[config.mk]
export PLATFORM = sky130hd
export DESIGN_NAME = arq_flow_ctrl_mlt
export DESIGN_NICKNAME = d
export VERILOG_FILES = /design/src/rtl/arq_pkg.sv /design/src/rtl/arq_lt_txfsm.sv /design/src/rtl/arq_flow_ctrl_mlt.sv
export SDC_FILE = /design/constraint.sdc
export NUM_CORES = 1
export LEC_CHECK = 0
export ABC_CLOCK_PERIOD_IN_PS = 2300
export BUFFER_PORTS_ARGS = -buffer_cell sky130_fd_sc_hd__buf_2
export CAP_MARGIN = 20
export CORE_ASPECT_RATIO = 0.9
export CORE_MARGIN = 1.5
export CORE_UTILIZATION = 55
export DETAILED_ROUTE_END_ITERATION = 10
export PLACE_DENSITY = 0.74
export SLEW_MARGIN = 30
export SYNTH_ARGS = -nofsm -noshare
export SYNTH_HDL_FRONTEND = slang
export SYNTH_SLANG_ARGS = --single-unit
[constraint.sdc]
create_clock -name clk_6M -period 2.3 [get_ports clk_6M]
set_input_delay 0.115 -clock clk_6M [delete_from_list [all_inputs] [get_ports clk_6M]]
set_output_delay 0.115 -clock clk_6M [all_outputs]
set_load 0.01 [all_outputs]
[src/rtl/arq_pkg.sv]
// Shared encodings for the multi-LT ARQ flow controller.
// Latency: n/a (types and constants only).
// Backpressure: n/a.
package arq_pkg;

  localparam int NUM_LT_DEF   = 8;
  localparam int MAX_RETX_DEF = 7;

  // Per-LT transmit state
  typedef enum logic [1:0] {
    ST_IDLE     = 2'd0,
    ST_WAIT_ACK = 2'd1,
    ST_FLUSH    = 2'd2
  } tx_state_e;

  // tx_sel encodings
  localparam logic [1:0] SEL_NEW  = 2'd0;  // new payload
  localparam logic [1:0] SEL_RETX = 2'd1;  // retransmit
  localparam logic [1:0] SEL_ZLC  = 2'd2;  // zero-length continue
  localparam logic [1:0] SEL_NULL = 2'd3;  // NULL packet

endpackage

[src/rtl/arq_lt_txfsm.sv]
// Per-LT transmit FSM with retransmission counter; ACK, then flush, then TX are applied in one cycle.
// Latency: state updates on the next clock; sel/new/drop are combinational for the current slot.
// Backpressure: none; the parent gates tx_i when the remote side has signalled STOP.
module arq_lt_txfsm
  import arq_pkg::*;
#(
  parameter int MAX_RETX = MAX_RETX_DEF
) (
  input  logic       clk_i,
  input  logic       rst_i,
  input  logic       conn_new_i,
  input  logic       ack_i,
  input  logic       flush_i,
  input  logic       tx_i,
  output logic [1:0] sel_o,
  output logic       new_o,
  output logic       drop_o
);

  localparam logic [3:0] MAX_C = 4'(MAX_RETX);

  tx_state_e   state_q, state_d, base_state;
  logic [3:0]  cnt_q, cnt_d;

  // An ACK wins over a flush; the TX slot then sees the post-ACK/flush state
  assign base_state = ack_i ? ST_IDLE :
                      (flush_i && state_q == ST_WAIT_ACK) ? ST_FLUSH : state_q;

  // State and retransmission counter registers
  always_ff @(posedge clk_i or posedge rst_i) begin
    if (rst_i) begin
      state_q <= ST_IDLE;
      cnt_q   <= 4'd0;
    end else begin
      state_q <= state_d;
      cnt_q   <= cnt_d;
    end
  end

  // Next state: new connection resets, otherwise advance on a data TX slot
  always_comb begin
    state_d = base_state;
    cnt_d   = cnt_q;
    if (conn_new_i) begin
      state_d = ST_IDLE;
      cnt_d   = 4'd0;
    end else if (tx_i) begin
      case (base_state)
        ST_IDLE: begin
          state_d = ST_WAIT_ACK;
          cnt_d   = 4'd0;
        end
        ST_WAIT_ACK: begin
          if (cnt_q == MAX_C) state_d = ST_FLUSH;
          else                cnt_d   = cnt_q + 4'd1;
        end
        default: ;
      endcase
    end
  end

  // Slot outputs: payload selection, SEQN toggle request and auto-flush indication
  always_comb begin
    sel_o  = SEL_ZLC;
    new_o  = 1'b0;
    drop_o = 1'b0;
    case (base_state)
      ST_IDLE: begin
        sel_o = SEL_NEW;
        new_o = tx_i;
      end
      ST_WAIT_ACK: begin
        if (cnt_q == MAX_C) drop_o = tx_i;
        else                sel_o  = SEL_RETX;
      end
      default: sel_o = SEL_ZLC;
    endcase
  end

endmodule

[src/rtl/arq_flow_ctrl_mlt.sv]
// Baseband ARQN/SEQN/FLOW controller tracking NUM_LT logical transports.
// Latency: TX header bits and RX verdict strobes are registered, one cycle after the triggering pulse.
// Backpressure: remote STOP turns data slots into NULL; local rx_buf_ready=0 rejects payloads and drives FLOW=0.
module arq_flow_ctrl_mlt
  import arq_pkg::*;
#(
  parameter int NUM_LT   = NUM_LT_DEF,
  parameter int LTW      = 3,
  parameter int MAX_RETX = MAX_RETX_DEF
) (
  input  logic              clk_6M,
  input  logic              rst,
  input  logic              conn_new_p,
  input  logic              tx_start_p,
  input  logic [LTW-1:0]    tx_lt,
  input  logic              tx_is_data,
  input  logic              flush_req_p,
  input  logic [LTW-1:0]    flush_lt,
  input  logic              rx_done_p,
  input  logic [LTW-1:0]    rx_lt,
  input  logic              rx_hec_ok,
  input  logic              rx_crc_ok,
  input  logic              rx_mic_ok,
  input  logic              rx_is_data,
  input  logic              rx_seqn,
  input  logic              rx_arqn,
  input  logic              rx_flow,
  input  logic              rx_buf_ready,
  output logic              tx_seqn,
  output logic              tx_arqn,
  output logic              tx_flow,
  output logic [1:0]        tx_sel,
  output logic              rx_accept_p,
  output logic              rx_ignore_p,
  output logic              rx_reject_p,
  output logic              retx_drop_p,
  output logic [NUM_LT-1:0] lt_arqn_vec,
  output logic [NUM_LT-1:0] lt_stop_vec
);

  logic [NUM_LT-1:0]      tx_hit, rx_hit, fl_hit, ack_hit, fsm_tx, fsm_new, fsm_drop;
  logic [NUM_LT-1:0][1:0] fsm_sel;
  logic [NUM_LT-1:0]      seqn_q, seqn_d, seqn_old_q, seqn_old_d;
  logic [NUM_LT-1:0]      arqn_q, arqn_d, stop_q, stop_d;
  logic                   tx_seqn_q, tx_seqn_d, tx_arqn_q, tx_arqn_d, tx_flow_q, tx_flow_d;
  logic [1:0]             tx_sel_q, tx_sel_d;
  logic                   acc_q, acc_d, ign_q, ign_d, rej_q, rej_d, drop_q, drop_d;

  // Per-LT decode; out-of-range indices match no LT and so have no effect
  for (genvar i = 0; i < NUM_LT; i++) begin : g_lt
    assign tx_hit[i]  = tx_start_p  & ~conn_new_p & (tx_lt    == LTW'(i));
    assign rx_hit[i]  = rx_done_p   & ~conn_new_p & (rx_lt    == LTW'(i));
    assign fl_hit[i]  = flush_req_p & ~conn_new_p & (flush_lt == LTW'(i));
    assign ack_hit[i] = rx_hit[i] & rx_hec_ok & rx_arqn;
    assign fsm_tx[i]  = tx_hit[i] & tx_is_data & ~stop_q[i];

    arq_lt_txfsm #(.MAX_RETX(MAX_RETX)) u_txfsm (
      .clk_i      (clk_6M),
      .rst_i      (rst),
      .conn_new_i (conn_new_p),
      .ack_i      (ack_hit[i]),
      .flush_i    (fl_hit[i]),
      .tx_i       (fsm_tx[i]),
      .sel_o      (fsm_sel[i]),
      .new_o      (fsm_new[i]),
      .drop_o     (fsm_drop[i])
    );
  end

  // TX header selection for the addressed LT; registers hold between slots
  always_comb begin
    tx_sel_d  = tx_sel_q;
    tx_seqn_d = tx_seqn_q;
    tx_arqn_d = tx_arqn_q;
    tx_flow_d = tx_flow_q;
    drop_d    = 1'b0;
    for (int i = 0; i < NUM_LT; i++) begin
      if (tx_hit[i]) begin
        tx_arqn_d = arqn_q[i];
        tx_flow_d = rx_buf_ready;
        tx_seqn_d = seqn_q[i] ^ fsm_new[i];
        if (!tx_is_data)     tx_sel_d = SEL_NEW;
        else if (stop_q[i])  tx_sel_d = SEL_NULL;
        else begin
          tx_sel_d = fsm_sel[i];
          drop_d   = fsm_drop[i];
        end
      end
    end
  end

  // RX verdict and per-LT SEQN/ARQN/STOP bookkeeping
  always_comb begin
    seqn_d     = seqn_q ^ fsm_new;
    seqn_old_d = seqn_old_q;
    arqn_d     = arqn_q;
    stop_d     = stop_q;
    acc_d      = 1'b0;
    ign_d      = 1'b0;
    rej_d      = 1'b0;
    if (conn_new_p) begin
      seqn_d     = '1;
      seqn_old_d = '0;
      arqn_d     = '0;
      stop_d     = '0;
    end else begin
      for (int i = 0; i < NUM_LT; i++) begin
        if (rx_hit[i]) begin
          if (!rx_hec_ok) begin
            rej_d = 1'b1;
          end else begin
            stop_d[i] = ~rx_flow;
            if (!rx_is_data) begin
              rej_d = 1'b1;
            end else if (rx_seqn == seqn_old_q[i]) begin
              ign_d     = 1'b1;
              arqn_d[i] = 1'b1;
            end else if (rx_crc_ok && rx_mic_ok && rx_buf_ready) begin
              acc_d         = 1'b1;
              seqn_old_d[i] = rx_seqn;
              arqn_d[i]     = 1'b1;
            end else begin
              rej_d     = 1'b1;
              arqn_d[i] = 1'b0;
            end
          end
        end
      end
    end
  end

  // State and output registers; reset matches a fresh connection
  always_ff @(posedge clk_6M or posedge rst) begin
    if (rst) begin
      seqn_q     <= '1;
      seqn_old_q <= '0;
      arqn_q     <= '0;
      stop_q     <= '0;
      tx_seqn_q  <= 1'b1;
      tx_arqn_q  <= 1'b0;
      tx_flow_q  <= 1'b0;
      tx_sel_q   <= SEL_NULL;
      acc_q      <= 1'b0;
      ign_q      <= 1'b0;
      rej_q      <= 1'b0;
      drop_q     <= 1'b0;
    end else begin
      seqn_q     <= seqn_d;
      seqn_old_q <= seqn_old_d;
      arqn_q     <= arqn_d;
      stop_q     <= stop_d;
      tx_seqn_q  <= tx_seqn_d;
      tx_arqn_q  <= tx_arqn_d;
      tx_flow_q  <= tx_flow_d;
      tx_sel_q   <= tx_sel_d;
      acc_q      <= acc_d;
      ign_q      <= ign_d;
      rej_q      <= rej_d;
      drop_q     <= drop_d;
    end
  end

  assign tx_seqn     = tx_seqn_q;
  assign tx_arqn     = tx_arqn_q;
  assign tx_flow     = tx_flow_q;
  assign tx_sel      = tx_sel_q;
  assign rx_accept_p = acc_q;
  assign rx_ignore_p = ign_q;
  assign rx_reject_p = rej_q;
  assign retx_drop_p = drop_q;
  assign lt_arqn_vec = arqn_q;
  assign lt_stop_vec = stop_q;

endmodule

**Yosys cells after proc, flatten, opt, wreduce, memory -nomap -nowiden**

Cells that the tools add are included.

- Word-level logic and storage cells: 673
- Output and inout port bits: 25
- Input bits: 24
- Bits in registers: 89

- Reductions and logical operators: 81
- Add/sub/neg operators: 8
- Bitwise logic cells: 78
- Mux-type cells: 388
- Eq/ne operators: 69

Operators with widths:

| cell | count |
|---|---|
| $mux 1 | 264 |
| $mux 2 | 72 |
| $mux 4 | 24 |
| $pmux 2 s2 | 16 |
| $pmux 4 s2 | 8 |
| $and 1x1->1 | 59 |
| $reduce_and 3->1 | 16 |
| $reduce_and 5->1 | 8 |
| $reduce_bool 2->1 | 19 |
| $eq 3x3->1 const B | 12 |
| $add 4x1->4 const B | 8 |
| $eq 2x1->1 const B | 16 |
| $eq 4x3->1 const B | 8 |
| $mux 8 | 4 |
| $ne 3x3->1 const B | 8 |
| $reduce_bool 3->1 | 8 |
| $eq 3x2->1 const B | 6 |
| $logic_not 2->1 | 8 |
| $ne 2x2->1 const B | 8 |
| $reduce_and 2->1 | 8 |
| $logic_and 1x1->1 | 10 |
| $not 1->1 | 10 |
| $eq 3x1->1 const B | 3 |
| $logic_not 3->1 | 3 |
| 4 further kinds | 18 |

**Longest topological paths before layout**

- Depth in word-level cells: 44
- Depth in mapped cells: 8
- Depth with buffers taken out: 7

**Cells and area by module**

A second synthesis with hierarchy kept.

- Cell total of the unflattened synthesis: 695
- Area total of the unflattened synthesis: 6080.8 um2

Modules (own cells, without submodules):

| module | times used | cells each | area each (um2) |
|---|---|---|---|
| arq_flow_ctrl_mlt | 1 | 344 | 2845.2 |
| arq_lt_txfsm at g_lt[0].u_txfsm ... | 7 | 44 | 400.4 |
| arq_lt_txfsm at g_lt[7].u_txfsm | 1 | 43 | 432.9 |

**Worst setup path before layout**

OpenSTA, ideal clock, no wires.

- Path type: register to register
- From: register g_lt[0].u_txfsm.cnt_q[0]
- To: register g_lt[0].u_txfsm.cnt_q[3]
- Required time: 2.222 ns
- Arrival: 1.889 ns
- Period minus slack after synthesis: 1.967 ns
- Path slack: 0.333 ns
- Stages on the path, launching flop included: 7
- Buffers on the path: 0
- Library setup time: 0.078 ns
- Path through: dfrtp_1 ha_1 and3b_1 a211o_1 a21o_4 or4_1 a21oi_1

- Longest elaborated chain between the ends: 5

Ends and longest elaborated chain:

| element | line | RTL |
|---|---|---|
| start, declared | arq_lt_txfsm.sv:23 | `logic [3:0] cnt_q, cnt_d;` |
| start signal, assigned | arq_lt_txfsm.sv:36 | `cnt_q <= cnt_d;` |
| $add 4x1->4 | arq_lt_txfsm.sv:55 | `else cnt_d = cnt_q + 4'd1;` |
| $mux 4 | arq_lt_txfsm.sv:54 | `if (cnt_q == MAX_C) state_d = ST_FLUSH;` |
| $pmux 4 s2 | arq_lt_txfsm.sv:48 | `case (base_state)` |
| $mux 4 | arq_lt_txfsm.sv:47 | `end else if (tx_i) begin` |
| $mux 4 | arq_lt_txfsm.sv:44 | `if (conn_new_i) begin` |

Several ways; a longest one is shown, not always the timed one. The select of a mux whose other input is x is not followed.
A chain may end at the register's enable or synchronous reset.

**Worst setup path in the final report**

- From: register g_lt[2].u_txfsm.cnt_q[0]
- To: register g_lt[2].u_txfsm.cnt_q[3]

- Longest elaborated chain between the ends: 5

Ends and longest elaborated chain:

| element | line |
|---|---|
| start, declared | arq_lt_txfsm.sv:23 |
| start signal, assigned | arq_lt_txfsm.sv:36 |
| $add 4x1->4 | arq_lt_txfsm.sv:55 |
| $mux 4 | arq_lt_txfsm.sv:54 |
| $pmux 4 s2 | arq_lt_txfsm.sv:48 |
| $mux 4 | arq_lt_txfsm.sv:47 |
| $mux 4 | arq_lt_txfsm.sv:44 |

Several ways; a longest one is shown, not always the timed one. The select of a mux whose other input is x is not followed.

==> results by group <==
Setup path
  • CP cell instances: ha_1 > and3b_1 > a211oi_2 > o21ai_1 > and2_1 > or4_1 > nand2_1
  • CP max FO: 5
  • Crit path kind: register to register
  • Worst path max stage delay: 0.51 ns
  • CP Launch Type: register
  • Critical Path Sink Type: register
  • CP Data Required Time: 2.59 ns
  • Critical path's slowest cell: or4_1
  • Arrival time worst endpoint: 2.43 ns

Routing
  • DR iter-0 viols: 525
  • Initial DRT Pass Iterations: 8
  • DR vias/cell: 6.60
  • DRC Markers: 2
  • Antenna-violating nets left: 0
  • Via count: 5865
  • Average routed wire per standard cell: 20.0 um
  • Drt total wl: 17800 um

Yosys
  • Synth Instances: 695
  • Synthesized cell area: 5900 um2
  • Xor-xnor portion of the synthesized cell area: 2.67%
  • Seq/Total Area, Yosys: 38.0%
  • Largest family of logic cells by synthesized area: simple AND/OR/NAND/NOR gates
  • Syn nets: 727
  • Async set-reset flop share out of synthesis: 100%
  • Number of synthesized flops with an enable pin: 0
  • Number of warnings issued by yosys: 0
  • Multiplexer share of the synthesized area: 2.80%
  • Fraction of the mapped netlist area in adder cells: 1.70%
  • Flops & latches, synth: 89
  • Largest area contributor in the netlist: dfrtp_1
  • Post-synth top area share: 33.1%
  • Dominant cells by area after synthesis: dfrtp_1 33%, nor2_1 5.2%, a21oi_1 5.0%, dfstp_2 4.9%, o21ai_0 3.8%
  • Simple-gate share of the synthesized area: 29.2%
  • Main synth FF type: dfrtp_1
  • Compound-Gate Fraction of Synth Area: 22.3%
  • Syn_area_per_cell: 8.50 um2
  • Synth cell types: 75

Placed design
  • Pre-CTS setup slack: 0.0604 ns
  • I/O Buffers: 48
  • Dpl hpwl: 13000 um
  • RD Place Congestion: 0.975
  • Post-DP Area: 6410 um2

Timing
  • Worst Tran Pin Value: 0.591 ns
  • Worst hold margin: 0.112 ns
  • Final Cycle Share: 93.1%
  • Tmin final: 2.14 ns
  • TNS Setup: 0 ns
  • Final hold vios: 0
  • RSZ-0062 raised after global routing: no
  • # setup viols final: 0
  • Slew HR: 60.5%
  • Worst Slack Setup Final: 0.159 ns
  • Worst Skew: 0.00446 ns
  • Max-slew violations: 0
  • Maximum clock rate: 467 MHz

Run status
  • Failing checks: DRC
  • Status: complete, but fails checks

Pwr
  • Worst VDD drop: 0.485 mV
  • Pwr Density: 505 nW/um2
  • Pleak: 2.87 nW

Global routing
  • GRT overflow: 0
  • Antenna violations before repair: 0
  • Total GRT Usage: 31.6%
  • First-pass GRT wire length: 28000 um
  • Largest net degree at the start of global routing: 90
  • Vias in the first global route: 5382

Finish
  • Total area of sequential cells: 2240 um2
  • Multi-input gate area: 3470 um2
  • Post-route cell area: 6720 um2
  • Ant. Diodes: 0
  • Filler cells: 890
  • Nets: 786
  • Layout cell share with drive strength beyond 1: 17.1%
  • Layout area overhead: 13.7%
  • Finished Core Util: 65.0%

Clocking
  • Clk_lat worst skew: 0.35 ns
  • CTS buffer count: 9
  • CTS max path bufs: 2
  • CTS Root Cell: clkbuf_16
  • Clock-pin slew on the worst setup and hold paths: 0.07 ns
  • CTS sink cnt: 89
  • Htree depth: 3
  • CTS tree: done

Floorplanning
  • Row Count: 35
  • Die ar.: 11400 um2
  • Die width: 112 um
  • Die Ht: 101 um
  • IO Pins: 49
  • Initial Util: 57.1%
  • Core area: 10300 um2

Run
  • Max_cap viols: 0

Min path
  • Hold crit path type: primary input to register
[timing repair]
action / in CTS / in global routing
gates resized for setup: 0 / 2
setup buffers: 0 / 0
hold buffers: 2 / 0
hold endpoints to repair: 79 / 0
setup endpoints to repair: 0 / 3
[final cells by class]
| type | instances | area share, % |
|---|---|---|
| well taps | 129 | 2.40 |
| repair buffers | 83 | 7.75 |
| flip-flops and latches | 89 | 33.4 |
| multi-input cells | 558 | 51.7 |
| inverters | 13 | 0.783 |
| clock inverters | 7 | 0.671 |
| clock buffers | 9 | 3.35 |
[cells in the mapped netlist, types with 7 or more instances]
cell type and instances:
nand2_1 53, mux2i_1 12, nor3b_1 7, nor2_1 82, o21ai_0 45, clkbuf_1 17
nand2b_1 11, buf_2 13, dfrtp_1 78, or3_1 10, nor3_1 32, ha_1 8
nand3_1 27, a21oi_1 59, nor2b_1 14, xnor2_1 11, o22ai_1 8, a31oi_1 11
a211oi_1 16, and3b_1 8, nand3b_1 16, xor2_1 7, inv_1 13, dfstp_2 11
and3_1 9
[sequential cells by signal (all words and copies together), names as in the netlist]
register,count
g_lt.u_txfsm.cnt_q,32
g_lt.u_txfsm.state_q,16
lt_arqn_vec,8
lt_stop_vec,8
seqn_old_q,8
seqn_q,8
tx_sel,2
retx_drop_p,1
rx_accept_p,1
rx_ignore_p,1
rx_reject_p,1
tx_arqn,1
tx_flow,1
tx_seqn,1
[worst paths after layout]
path | from | slack, ns | cells past startpoint | to
setup / recovery | g_lt[2].u_txfsm.cnt_q[0] | 0.16 | 7 | g_lt[2].u_txfsm.cnt_q[3]
hold / removal | rx_flow | 0.11 | 2 | lt_stop_vec[6]
setup reg to reg | g_lt[2].u_txfsm.cnt_q[0] | 0.16 | 7 | g_lt[2].u_txfsm.cnt_q[3]
hold reg to reg | tx_flow | 0.47 | 2 | tx_flow
max in group asynchronous | rst | 1.45 | 4 | seqn_q[5]
min in group asynchronous | rst | 0.44 | 4 | g_lt[0].u_txfsm.cnt_q[2]
[power breakdown]
group / switching [W] / internal (W)
logic: 0.000274 / 0.000138
registers: 0.0000163 / 0.00159
clock network: 0.000645 / 0.000730
[layer usage]
metal	routed length (um)	GRT usage [%]
met1	7660	44.0
met3	1710	6.22
met5	0	0
met2	7920	49.3
met4	486	12.5
[cells in the final DEF, fill, tap and decap left out, drive strengths merged, types with 7 or more instances in the layout]
cell type,n
ha,8
nand2b,11
inv,13
or3,10
nand3b,17
buf,81
a21oi,60
nor2,83
xnor2,11
nand3,27
nor3,32
nor2b,14
o21ai,50
nand2,53
clkbuf,9
a31oi,11
dfrtp,78
and3,9
dfstp,11
mux2i,12
a211oi,16
xor2,7
nor3b,8
and3b,8
o22ai,9
[critical path, delay by kind of cell (launching register included)]
| family | cells | cell delay, ns |
|---|---|---|
| DFF | 1 | 0.41 |
| and+or+nand+nor | 4 | 1.08 |
| AOI/OAI and AO/OA | 2 | 0.36 |
| adders and majority gates | 1 | 0.24 |
[through the flow]
| stage | power (W) | std cells |
|---|---|---|
| floorplan | 0.00188 | 695 |
| global placement | 0.00203 | 870 |
| detailed placement | 0.00203 | 870 |
| CTS | 0.00340 | 888 |
| global route | 0.00349 | 888 |
| finish | 0.00339 | 888 |
[kinds of logic after synthesis]
family / Yosys count
buffers and inverters: 48
adder cells (fa/ha/maj): 8
multiplexers: 14
AO/OA/AOI/OAI: 205
XOR/XNOR: 18
AND/OR/NAND/NOR: 313
flip-flops: 89
(Power assumes the default switching activity.)
